## src/rtl/ps2_rx_fifo_if.sv

```systemverilog
// Consumer-side bus of the PS/2 receiver: read strobe, head byte and status.
// The receiver drives through 'slave'; the keyboard wrapper uses 'master'.
interface ps2_rx_fifo_if;
    logic       rdn;
    logic [7:0] data;
    logic       ready;
    logic       overflow;
    logic       frame_err;

    modport slave (
        input  rdn,
        output data,
        output ready,
        output overflow,
        output frame_err
    );

    modport master (
        output rdn,
        input  data,
        input  ready,
        input  overflow,
        input  frame_err
    );
endinterface

```

## src/rtl/ps2_rx_fifo.sv

```systemverilog
// PS/2 device-to-host deframer feeding a show-ahead byte FIFO.
// Pins are oversampled on clk; bytes are popped on a falling rdn edge.
module ps2_rx_fifo #(
    parameter int FIFO_AW        = 3,
    parameter int TIMEOUT_CYCLES = 5000
) (
    input  logic          clk,
    input  logic          rst,
    input  logic          ps2_clk,
    input  logic          ps2_data,
    ps2_rx_fifo_if.slave  bus
);
    localparam int DEPTH = 1 << FIFO_AW;
    localparam int TW =
        (TIMEOUT_CYCLES > 2) ? $clog2(TIMEOUT_CYCLES) : 1;
    localparam logic [TW-1:0] TMAX = TW'(TIMEOUT_CYCLES - 1);
    localparam logic [TW-1:0] TONE = TW'(1);

    typedef enum logic [1:0] {
        S_IDLE,
        S_RECV,
        S_CHECK
    } state_e;

    state_e state_q, state_d;
    logic [3:0]    cnt_q, cnt_d;
    logic [9:0]    sr_q, sr_d;
    logic          start_q, start_d;
    logic [TW-1:0] idle_q, idle_d;
    logic          err_q, err_d;
    logic          ovf_q, ovf_d;
    logic [FIFO_AW:0] wr_q, wr_d;
    logic [FIFO_AW:0] rd_q, rd_d;
    logic          rdn_q;
    logic          c1_q, c2_q, c3_q;
    logic          d1_q, d2_q;
    logic [7:0]    mem_q [DEPTH];

    logic fall;
    logic empty;
    logic full;
    logic pop;
    logic push;
    logic ovf_set;
    logic valid;

    assign fall  = c3_q & ~c2_q;
    assign empty = (wr_q == rd_q);
    assign full  = (wr_q[FIFO_AW-1:0] == rd_q[FIFO_AW-1:0])
                 & (wr_q[FIFO_AW] != rd_q[FIFO_AW]);
    assign pop   = rdn_q & ~bus.rdn & ~empty;
    // Start low, stop high, odd parity over data plus parity bit.
    assign valid = ~start_q & sr_q[9] & (^sr_q[8:0]);

    always_comb begin
        state_d = state_q;
        cnt_d   = cnt_q;
        sr_d    = sr_q;
        start_d = start_q;
        idle_d  = idle_q;
        err_d   = 1'b0;
        push    = 1'b0;
        ovf_set = 1'b0;
        unique case (state_q)
            S_IDLE: begin
                idle_d = '0;
                if (fall) begin
                    if (!d2_q) begin
                        start_d = d2_q;
                        cnt_d   = 4'd1;
                        state_d = S_RECV;
                    end else begin
                        err_d = 1'b1;
                    end
                end
            end
            S_RECV: begin
                if (fall) begin
                    sr_d   = {d2_q, sr_q[9:1]};
                    cnt_d  = cnt_q + 4'd1;
                    idle_d = '0;
                    if (cnt_q == 4'd10) begin
                        state_d = S_CHECK;
                    end
                end else if (idle_q == TMAX) begin
                    state_d = S_IDLE;
                    cnt_d   = 4'd0;
                    idle_d  = '0;
                    err_d   = 1'b1;
                end else begin
                    idle_d = idle_q + TONE;
                end
            end
            S_CHECK: begin
                state_d = S_IDLE;
                cnt_d   = 4'd0;
                if (!valid) begin
                    err_d = 1'b1;
                end else if (!full || pop) begin
                    push = 1'b1;
                end else begin
                    ovf_set = 1'b1;
                end
            end
            default: state_d = S_IDLE;
        endcase
    end

    always_comb begin
        wr_d  = wr_q + {{FIFO_AW{1'b0}}, push};
        rd_d  = rd_q + {{FIFO_AW{1'b0}}, pop};
        ovf_d = ovf_q;
        if (pop) begin
            ovf_d = 1'b0;
        end else if (ovf_set) begin
            ovf_d = 1'b1;
        end
    end

    always_ff @(posedge clk) begin
        if (rst) begin
            state_q <= S_IDLE;
            cnt_q   <= 4'd0;
            sr_q    <= '0;
            start_q <= 1'b1;
            idle_q  <= '0;
            err_q   <= 1'b0;
            ovf_q   <= 1'b0;
            wr_q    <= '0;
            rd_q    <= '0;
            rdn_q   <= 1'b1;
            c1_q    <= 1'b1;
            c2_q    <= 1'b1;
            c3_q    <= 1'b1;
            d1_q    <= 1'b1;
            d2_q    <= 1'b1;
        end else begin
            state_q <= state_d;
            cnt_q   <= cnt_d;
            sr_q    <= sr_d;
            start_q <= start_d;
            idle_q  <= idle_d;
            err_q   <= err_d;
            ovf_q   <= ovf_d;
            wr_q    <= wr_d;
            rd_q    <= rd_d;
            rdn_q   <= bus.rdn;
            c1_q    <= ps2_clk;
            c2_q    <= c1_q;
            c3_q    <= c2_q;
            d1_q    <= ps2_data;
            d2_q    <= d1_q;
        end
    end

    // Storage is deliberately left out of reset.
    always_ff @(posedge clk) begin
        if (push) begin
            mem_q[wr_q[FIFO_AW-1:0]] <= sr_q[7:0];
        end
    end

    assign bus.data      = mem_q[rd_q[FIFO_AW-1:0]];
    assign bus.ready     = ~empty;
    assign bus.overflow  = ovf_q;
    assign bus.frame_err = err_q;
endmodule
```

## src/flat_wrapper.sv

```systemverilog
// flat-port wrapper written by rule: the top's interface ports become plain ports
module ps2_rx_fifo_flat 
#(
    parameter int FIFO_AW        = 3,
    parameter int TIMEOUT_CYCLES = 5000
)
  (clk, rst, ps2_clk, ps2_data, bus_rdn, bus_data, bus_ready, bus_overflow, bus_frame_err);
  ps2_rx_fifo_if bus_i ();
  input  logic clk;
  input  logic rst;
  input  logic ps2_clk;
  input  logic ps2_data;
  input wire logic [$bits(bus_i.rdn)-1:0] bus_rdn;
  output wire logic [$bits(bus_i.data)-1:0] bus_data;
  output wire logic [$bits(bus_i.ready)-1:0] bus_ready;
  output wire logic [$bits(bus_i.overflow)-1:0] bus_overflow;
  output wire logic [$bits(bus_i.frame_err)-1:0] bus_frame_err;
  assign bus_i.rdn = bus_rdn;
  assign bus_data = bus_i.data;
  assign bus_ready = bus_i.ready;
  assign bus_overflow = bus_i.overflow;
  assign bus_frame_err = bus_i.frame_err;
  ps2_rx_fifo #(.FIFO_AW(FIFO_AW), .TIMEOUT_CYCLES(TIMEOUT_CYCLES)) u_core (.clk(clk), .rst(rst), .ps2_clk(ps2_clk), .ps2_data(ps2_data), .bus(bus_i));
endmodule
```

## config.mk

```make
export PLATFORM = sky130hd
export DESIGN_NAME = ps2_rx_fifo_flat
export DESIGN_NICKNAME = d
export VERILOG_FILES = /design/src/rtl/ps2_rx_fifo_if.sv /design/src/rtl/ps2_rx_fifo.sv /design/src/flat_wrapper.sv
export SDC_FILE = /design/constraint.sdc
export NUM_CORES = 1
export LEC_CHECK = 0
export BUFFER_PORTS_ARGS = -buffer_cell sky130_fd_sc_hd__buf_2
export CORE_ASPECT_RATIO = 0.9
export CORE_MARGIN = 2
export CORE_UTILIZATION = 30
export CTS_BUF_LIST = sky130_fd_sc_hd__clkbuf_16
export CTS_CLUSTER_DIAMETER = 120
export DETAILED_ROUTE_END_ITERATION = 8
export GPL_TIMING_DRIVEN = 0
export PLACE_DENSITY = 0.44
export SYNTH_ARGS = -nofsm -noshare
export SYNTH_HDL_FRONTEND = slang
export SYNTH_SLANG_ARGS = --single-unit
export TNS_END_PERCENT = 30
```

## constraint.sdc

```tcl
create_clock -name clk -period 3.8 [get_ports clk]
set_input_delay 0.38 -clock clk [delete_from_list [all_inputs] [get_ports clk]]
set_output_delay 0.38 -clock clk [all_outputs]
set_load 0.03 [all_outputs]
```

# Word level (Yosys, flattened, before mapping)
# Memories as Yosys holds them, arrays and structs flattened. A register that Yosys moved wholly into a read port is not among the register bits.
# Index checks and enable logic that the tools add are counted.
[totals]
reg_bits = 46
latch_bits = 0
mem_bits_rw = 64
rom_bits = 0
output_inout_bits = 11
elab_cells = 82
mem_count = 1
[classes]
add_sub_neg = 4
multipliers = 0
div = 0
n_lt_le_gt_ge = 0
n_eq_ne = 11
shifts = 0
mux = 29
bitwise = 11
reduce_logical = 11
[mem_list]
columns = ["name", "words", "word_bits", "read_ports", "rd_ports_with_merged_regs", "write_ports", "line_no", "text"]
rows = [
  ["u_core.mem_q", 8, 8, 1, 1, 1, "ps2_rx_fifo.sv:37", "logic [7:0] mem_q [DEPTH];"],
]
[ops]
columns = ["cell", "count"]
rows = [
  ["two-way mux 13 bit", 2],
  ["one-hot mux 13 bit (2 select lines)", 1],
  ["two-way mux 4 bit", 4],
  ["adder 13 x 1 -> 13 bit, second input constant", 1],
  ["== test 13 bit, second input constant", 1],
  ["two-way mux 1 bit", 13],
  ["one-hot mux 4 bit (3 select lines)", 1],
  ["two-way mux 2 bit", 5],
  ["XOR reduction 9 bit", 1],
  ["adder 4 x 1 -> 4 bit", 2],
  ["AND reduction 4 bit", 2],
  ["bitwise AND 1 bit", 6],
  ["NOT 1 bit", 5],
  ["adder 4 x 1 -> 4 bit, second input constant", 1],
  ["== test 4 bit", 1],
  ["== test 4 bit, second input constant", 1],
  ["one-hot mux 2 bit (2 select lines)", 1],
  ["== test 3 bit", 1],
  ["two-way mux 3 bit", 1],
  ["!= test 3 x 1 -> 1 bit, second input constant", 1],
  ["!= test 3 bit, second input constant", 1],
  ["one-hot mux 1 bit (3 select lines)", 1],
  ["AND reduction 3 bit", 1],
  ["nonzero test 3 bit", 1],
  ["other kinds (11)", 11],
]

# Logic depth before layout (Yosys ltp)
# Gate-level depths: netlist (run 1).
[logic_depth]
depth_word = 9
depth_mapped = 11
mapped_depth_nobuf = 10

# Worst setup path after synthesis (run 1)
# Ideal clock, no wire load.
[synth_timing]
path_kind = "register to register"
from = "register u_core.sr_q[0]"
to = "memory u_core.mem_q[2][0], enable pin"
setup_time_ns = 0.395
t_arrival_ns = 2.574
required_time_ns = 3.405
slack_ns = 0.832
path_stages_with_launch = 7
cell_sequence = "dfxtp_1 > xor3_1 > or2_2 > mux2i_1 > and2_1 > clkbuf_1 > nor4bb_1"
[synth_between]
elab_chain_cells = 6
[synth_rtl]
columns = ["item", "line_no", "text"]
rows = [
  ["from (decl)", "ps2_rx_fifo.sv:27", "logic [9:0] sr_q, sr_d;"],
  ["from (signal assigned)", "ps2_rx_fifo.sv:140", "sr_q <= sr_d;"],
  ["XOR reduction 9 bit", "ps2_rx_fifo.sv:53", "assign valid = ~start_q & sr_q[9] & (^sr_q[8:0]);"],
  ["bitwise AND 1 bit", "ps2_rx_fifo.sv:53", ""],
  ["two-way mux 1 bit", "ps2_rx_fifo.sv:97", "if (!valid) begin"],
  ["two-way mux 1 bit", "ps2_rx_fifo.sv:64", "unique case (state_q)"],
  ["two-way mux 1 bit", "ps2_rx_fifo.sv:158", "if (push) begin"],
  ["two-way mux 1 bit (not written as such)", "ps2_rx_fifo.sv:159", "mem_q[wr_q[FIFO_AW-1:0]] <= sr_q[7:0];"],
  ["to (decl)", "ps2_rx_fifo.sv:37", ""],
]
# Every way passes these cells.

==> impl_metrics.ini, run 1 <==
[die]
core-area_um2 = 14900
rows = 42
die_area_um2 = 16400
die_y_um = 122
start_util_pct = 31.0
ios = 16
fp.dieW_um = 135

[finish]
final_cells = 573
area_growth_pct = 14.0
diodes = 0
final_nets = 387
drive_gt1_share_pct = 19.2
final_cell_mix = edfxtp_1, dfxtp_1, nand2_1
layout_commonest_cell = edfxtp_1

[setup_path]
cp-start-kind = register
crit_start = u_core.rd_q[0]
rr_worst_depth = 7
critPathCaptureType = output pin
critPathMaxFanout = 10
rrSetupSlack_ps = 690
crit_end = bus_data[2]
crit_type = register to output pin
reg2reg_from = u_core.sr_q[0]
cp.arrival_ps = 2780
r2r-end = u_core.mem_q[2][1]
cp.required_ps = 3420

[sta]
slew_viol_final = 0
min_period_ps = 3160
slew-limit-headroom_pct = 47.3
layout_setup_ws_ps = 639
post-route-period-util_pct = 83.2
hold_ws_ps = 211
setup-violations-final = 0
fin_setup_tns_ps = 0
worstMarginPinSlew_ps = 790
hold_viol_final = 0
finalClockSkew_ps = 7.18
clock.fmax_mhz = 316
rsz0062_at_grt = no

[clock_tree]
cts_hold_buf = 0
clk_pin_slew_ps = 70
cts.htree.levels = 3
ctsLongestPathBuffers = 2
post_cts_buffers = 0
clock-sinks = 110
cts_buffers = 9
post_cts_resized = 0
clock_latency_ps = 350
root_buffer = clkbuf_16
tritoncts = yes

[power_and_ir_drop]
powerDensity_nw_per_um2 = 423
fin_total_pwr_mw = 2.22
ir_worst_vdd_uv = 262
leakage_nw = 1.72

[yosys]
syn_avg_cell_area_um2 = 13.4
muxShareOfSynthArea_pct = 10.2
synth.distinct_cells = 45
ys.flop_type = edfxtp_1
synth-seq-cells = 110
synth_simple_gate_area_share_pct = 13.9
synth_edf_count = 64
synth_cells = 343
synth_nets = 359
yosysTopAreaCellShare_pct = 41.7
ys_seq_area_share_pct = 61.7
synth_top_family_by_area = simple AND/OR/NAND/NOR gates
async_flop_share_pct = 0
netlist_area_um2 = 4600
synth_area_leaders = edfxtp_1, dfxtp_1, mux4_2, ha_1, nand2_1
synth_adder_area_share_pct = 2.99
ys_warn_count = 0
synth_xor_area_share_pct = 4.62
yosysTopAreaCell = edfxtp_1
synth-compound-area-share_pct = 4.73

[route]
avgRoutedWirePerCell_um = 15.7
routed_wl_mm = 9.00
ant_nets = 0
drt_iter0_markers = 224
viasPerCell = 4.67
remaining_drc_errors = 0
firstDrtPassIters = 4
vias = 2674

[grt]
track_usage_pct = 12.1
grt-ovfl-total = 0
grt_pass1_wl_mm = 14.7
grt_pass1_vias = 2659
antenna_found_initial = 0
grt_max_degree = 19

[flow_run]
max_cap_violations = 0

[place]
dpl_worst_slack_ps = 627
io_buffers = 15
gp_congestion = 0.742
place_hpwl_mm = 6.25
dp_cells = 558

[hold_path]
hp-class = input port to register

[outcome]
outcome = finished clean
## worst min path at each step
stage                startpoint          end  cells past startpoint
finish                  ps2_clk  u_core.c1_q                      2
global route            ps2_clk  u_core.c1_q                      2
CTS                     ps2_clk  u_core.c1_q                      2
detailed placement  u_core.d1_q  u_core.d2_q                      1
global placement    u_core.d1_q  u_core.d2_q                      1
floorplan           u_core.c1_q  u_core.c2_q                      1
## metal layers
layer / up-vias / global-route usage [%] / part of all wire, %
met3: 8 / 4.12 / 3.7
met4: 0 / 3.75 / 1.1
li1: 1316 / - / -
met5: - / 0 / 0
met1: 1313 / 17.1 / 50
met2: 37 / 17.7 / 45
## power breakdown
group / total [mW] / switching [mW] / internal, mW
Sequential: 1.25 / 0.00172 / 1.25
Clock: 0.950 / 0.436 / 0.514
Combinational: 0.0215 / 0.0138 / 0.00763
Total: 2.22 / 0.452 / 1.77
## cells in the mapped netlist, types with 9 or more instances
master	number
ha_1	11
xnor2_1	10
nand2_1	30
mux4_2	16
nor2_1	22
nand3_1	10
dfxtp_1	46
xor2_1	9
edfxtp_1	64
a21oi_1	18
clkbuf_1	12
## kinds of logic after synthesis
logic type / count (synthesis)
compound gates: 36
xor+xnor: 21
fa+ha+maj: 11
buf+inv: 21
flops: 110
mux: 26
simple gates: 118
## critical path, stage by stage, from the launching register on
cell and delay [ps]:
dfxtp_1 340, clkbuf_1 570, buf_2 470, mux4_2 560
mux2_2 300, buf_2 180
## stage by stage
stage | instance area (um^2) | utilization, %
6_report | 5250 | 35.3
5_1_grt | 5250 | 35.3
4_1_cts | 5250 | 35.3
3_5_place_dp | 4950 | 33.3
3_3_place_gp | 4930 | 33.1
2_1_floorplan | 4600 | -
## layout make-up
type | instances | area, um^2
Timing Repair Buffer | 17 | 90.1
Multi-Input combinational cell | 212 | 1690
Tap cell | 198 | 248
Inverter | 5 | 18.8
Clock inverter | 6 | 70.1
Sequential cell | 110 | 2840
Fill cell | 1451 | 9620
Clock buffer | 9 | 225
Buffer | 16 | 63.8
## state kept, by name, indices dropped and copies added, names as in the netlist
name and flops:
u_core.c3_q 1, u_core.bus.overflow 1, u_core.wr_q 4, u_core.d2_q 1, u_core.cnt_q 4, u_core.bus.frame_err 1
u_core.d1_q 1, u_core.start_q 1, u_core.sr_q 10, u_core.rdn_q 1, u_core.mem_q 64, u_core.rd_q 4
u_core.c1_q 1, u_core.idle_q 13, u_core.state_q 2, u_core.c2_q 1
No activity file was read; power rests on OpenSTA's default activity.
==> run 2: changes to the inputs <==
- ABC_AREA: not set -> 1
- clock period: 3.8 -> 2.95 ns (I/O delays scaled with it)
==> run 2 against run 1 <==
  * Wire length grew 22%
  * First-iteration DRC count rose by 71%
  * Worst hold slack lost 88 ps
  * Setup slack lost 320 ps
  * Sequential share of layout area fell by 1.5 points
  * Sequential cell count did not move
==> impl_metrics.ini, run 2 <==
[sta]
slew_viol_final = 0
fin_setup_tns_ps = 0
clock.fmax_mhz = 380
hold_viol_final = 0
finalClockSkew_ps = 9.09
worstMarginPinSlew_ps = 975
post-route-period-util_pct = 89.2
slew-limit-headroom_pct = 34.8
rsz0062_at_grt = no
setup-violations-final = 0
min_period_ps = 2630

[yosys]
synth_simple_gate_area_share_pct = 19.3
synth.distinct_cells = 29
muxShareOfSynthArea_pct = 0
netlist_area_um2 = 4800
ys_warn_count = 0
synth-compound-area-share_pct = 10.7
synth_adder_area_share_pct = 2.87
syn_avg_cell_area_um2 = 9.35
synth_edf_count = 64
synth_top_family_by_area = simple AND/OR/NAND/NOR gates
yosysTopAreaCell = edfxtp_1
yosysTopAreaCellShare_pct = 40.1
netlist_top_cells_count = nor2_1, nand2_1, edfxtp_1
synth_cells = 513
ys.flop_type = edfxtp_1
ys_seq_area_share_pct = 59.2
synth_area_leaders = edfxtp_1, dfxtp_1, nor2_1, nand2_1, o21ai_0
synth_nets = 529
async_flop_share_pct = 0
synth_most_common_cell = nor2_1
synth-seq-cells = 110
synth_xor_area_share_pct = 2.37

[route]
ant_nets = 0
routed_wl_mm = 11.0
firstDrtPassIters = 5
vias = 3474
viasPerCell = 4.66
remaining_drc_errors = 0
avgRoutedWirePerCell_um = 14.7
drt_iter0_markers = 384

[clock_tree]
post_cts_buffers = 0
clock-sinks = 110
post_cts_resized = 0
cts.htree.levels = 3
root_buffer = clkbuf_16
clk_pin_slew_ps = 70
cts_buffers = 9
cts_hold_buf = 0
clock_latency_ps = 350
ctsLongestPathBuffers = 2
tritoncts = yes

[die]
core-area_um2 = 15500
fp.dieW_um = 137
start_util_pct = 30.9
die_y_um = 124
rows = 43
ios = 16
die_area_um2 = 17000

[flow_run]
max_cap_violations = 0

[setup_path]
critPathCaptureType = register
rr_worst_depth = 10
cp-start-kind = register
cp.arrival_ps = 2610
crit_type = register to register
critPathMaxFanout = 10
cp.required_ps = 2930

[grt]
grt_pass1_wl_mm = 17.8
grt-ovfl-total = 0
grt_max_degree = 19
track_usage_pct = 14.1
grt_pass1_vias = 3314
antenna_found_initial = 0

[hold_path]
hp-class = input port to register
hold-path-cell-count = 2

[finish]
diodes = 0
area_growth_pct = 12.5
final_nets = 555
largest_reg_flops = 64
fin_util_pct = 34.7
layout_commonest_cell = nor2_1
final_cell_mix = nor2_1, nand2_1, edfxtp_1
drive_gt1_share_pct = 11.9

[place]
place_hpwl_mm = 7.61
gp_congestion = 0.803
io_buffers = 15

[outcome]
outcome = finished clean

[power_and_ir_drop]
powerDensity_nw_per_um2 = 514
ir_worst_vdd_uv = 238
leakage_nw = 1.88
run 2: changes by cell type after synthesis, moves of 9 or more:
cell,before,now
nor2_1,22,101
o21ai_0,5,48
nand3_1,10,20
o22ai_1,1,10
inv_1,5,45
mux4_2,16,0
nand2_1,30,69
run 2: routing by layer:
metal	vias to the layer above	part of all wire (%)	global-route usage, %
met4	0	1.1	4.51
li1	1773	-	-
met1	1643	48	18.8
met5	-	0	0
met2	47	47	22.8
met3	11	3.5	3.38
run 2: stage by stage:
step | instances | setup WS (ps) | power [mW] | cell area (um^2) | hold slack (ps)
2_1_floorplan | 513 | 1070 | 1.67 | 4800 | 389
3_3_place_gp | 730 | 278 | 1.69 | 5130 | 395
3_5_place_dp | 730 | 285 | 1.69 | 5130 | 400
4_1_cts | 746 | 267 | 2.83 | 5400 | 107
5_1_grt | 746 | 12.4 | 2.88 | 5400 | 116
6_report | 746 | 320 | 2.78 | 5400 | 123
run 2: final timing paths:
| kind | from | slack, ps | endpoint |
|---|---|---|---|
| worst min register to register | u_core.c1_q | 410 | u_core.c2_q |
| worst min-delay path | ps2_clk | 120 | u_core.c1_q |
| worst max register to register | u_core.sr_q[1] | 320 | u_core.mem_q[2][0] |
| worst max-delay path | u_core.sr_q[1] | 320 | u_core.mem_q[2][0] |
run 2: area by class of cell:
| class | instances | area, um^2 |
|---|---|---|
| Inverter | 50 | 188 |
| Tap cell | 202 | 253 |
| Clock buffer | 9 | 225 |
| Timing Repair Buffer | 15 | 75.1 |
| Multi-Input combinational cell | 337 | 1690 |
| Clock inverter | 7 | 48.8 |
| Fill cell | 1566 | 10100 |
| Buffer | 16 | 73.8 |
| Sequential cell | 110 | 2840 |
run 2: cell families (layout without fill, tap and decap cells):
family,Yosys count,after routing
buffers and inverters,66,97
AOI/OAI and AO/OA,94,94
and+or+nand+nor,219,219
adders and majority gates,11,11
DFF,110,110
xor gates and xnor gates,13,13
run 2: report_power, final:
group / total [mW] / internal [mW] / switching (mW)
registers: 1.61 / 1.61 / 0.00369
logic: 0.0372 / 0.0120 / 0.0252
clock network: 1.13 / 0.574 / 0.552
total: 2.78 / 2.20 / 0.581
run 2: worst max-delay path, stage by stage, from the launching register on:
cell,delay (ps)
dfxtp_1,570
inv_1,150
nand2_1,100
nand2_1,50
nand2_1,70
nand3_1,110
nand2_1,110
nand2_1,50
nand2_1,110
nand4_1,160
nor2_1,780
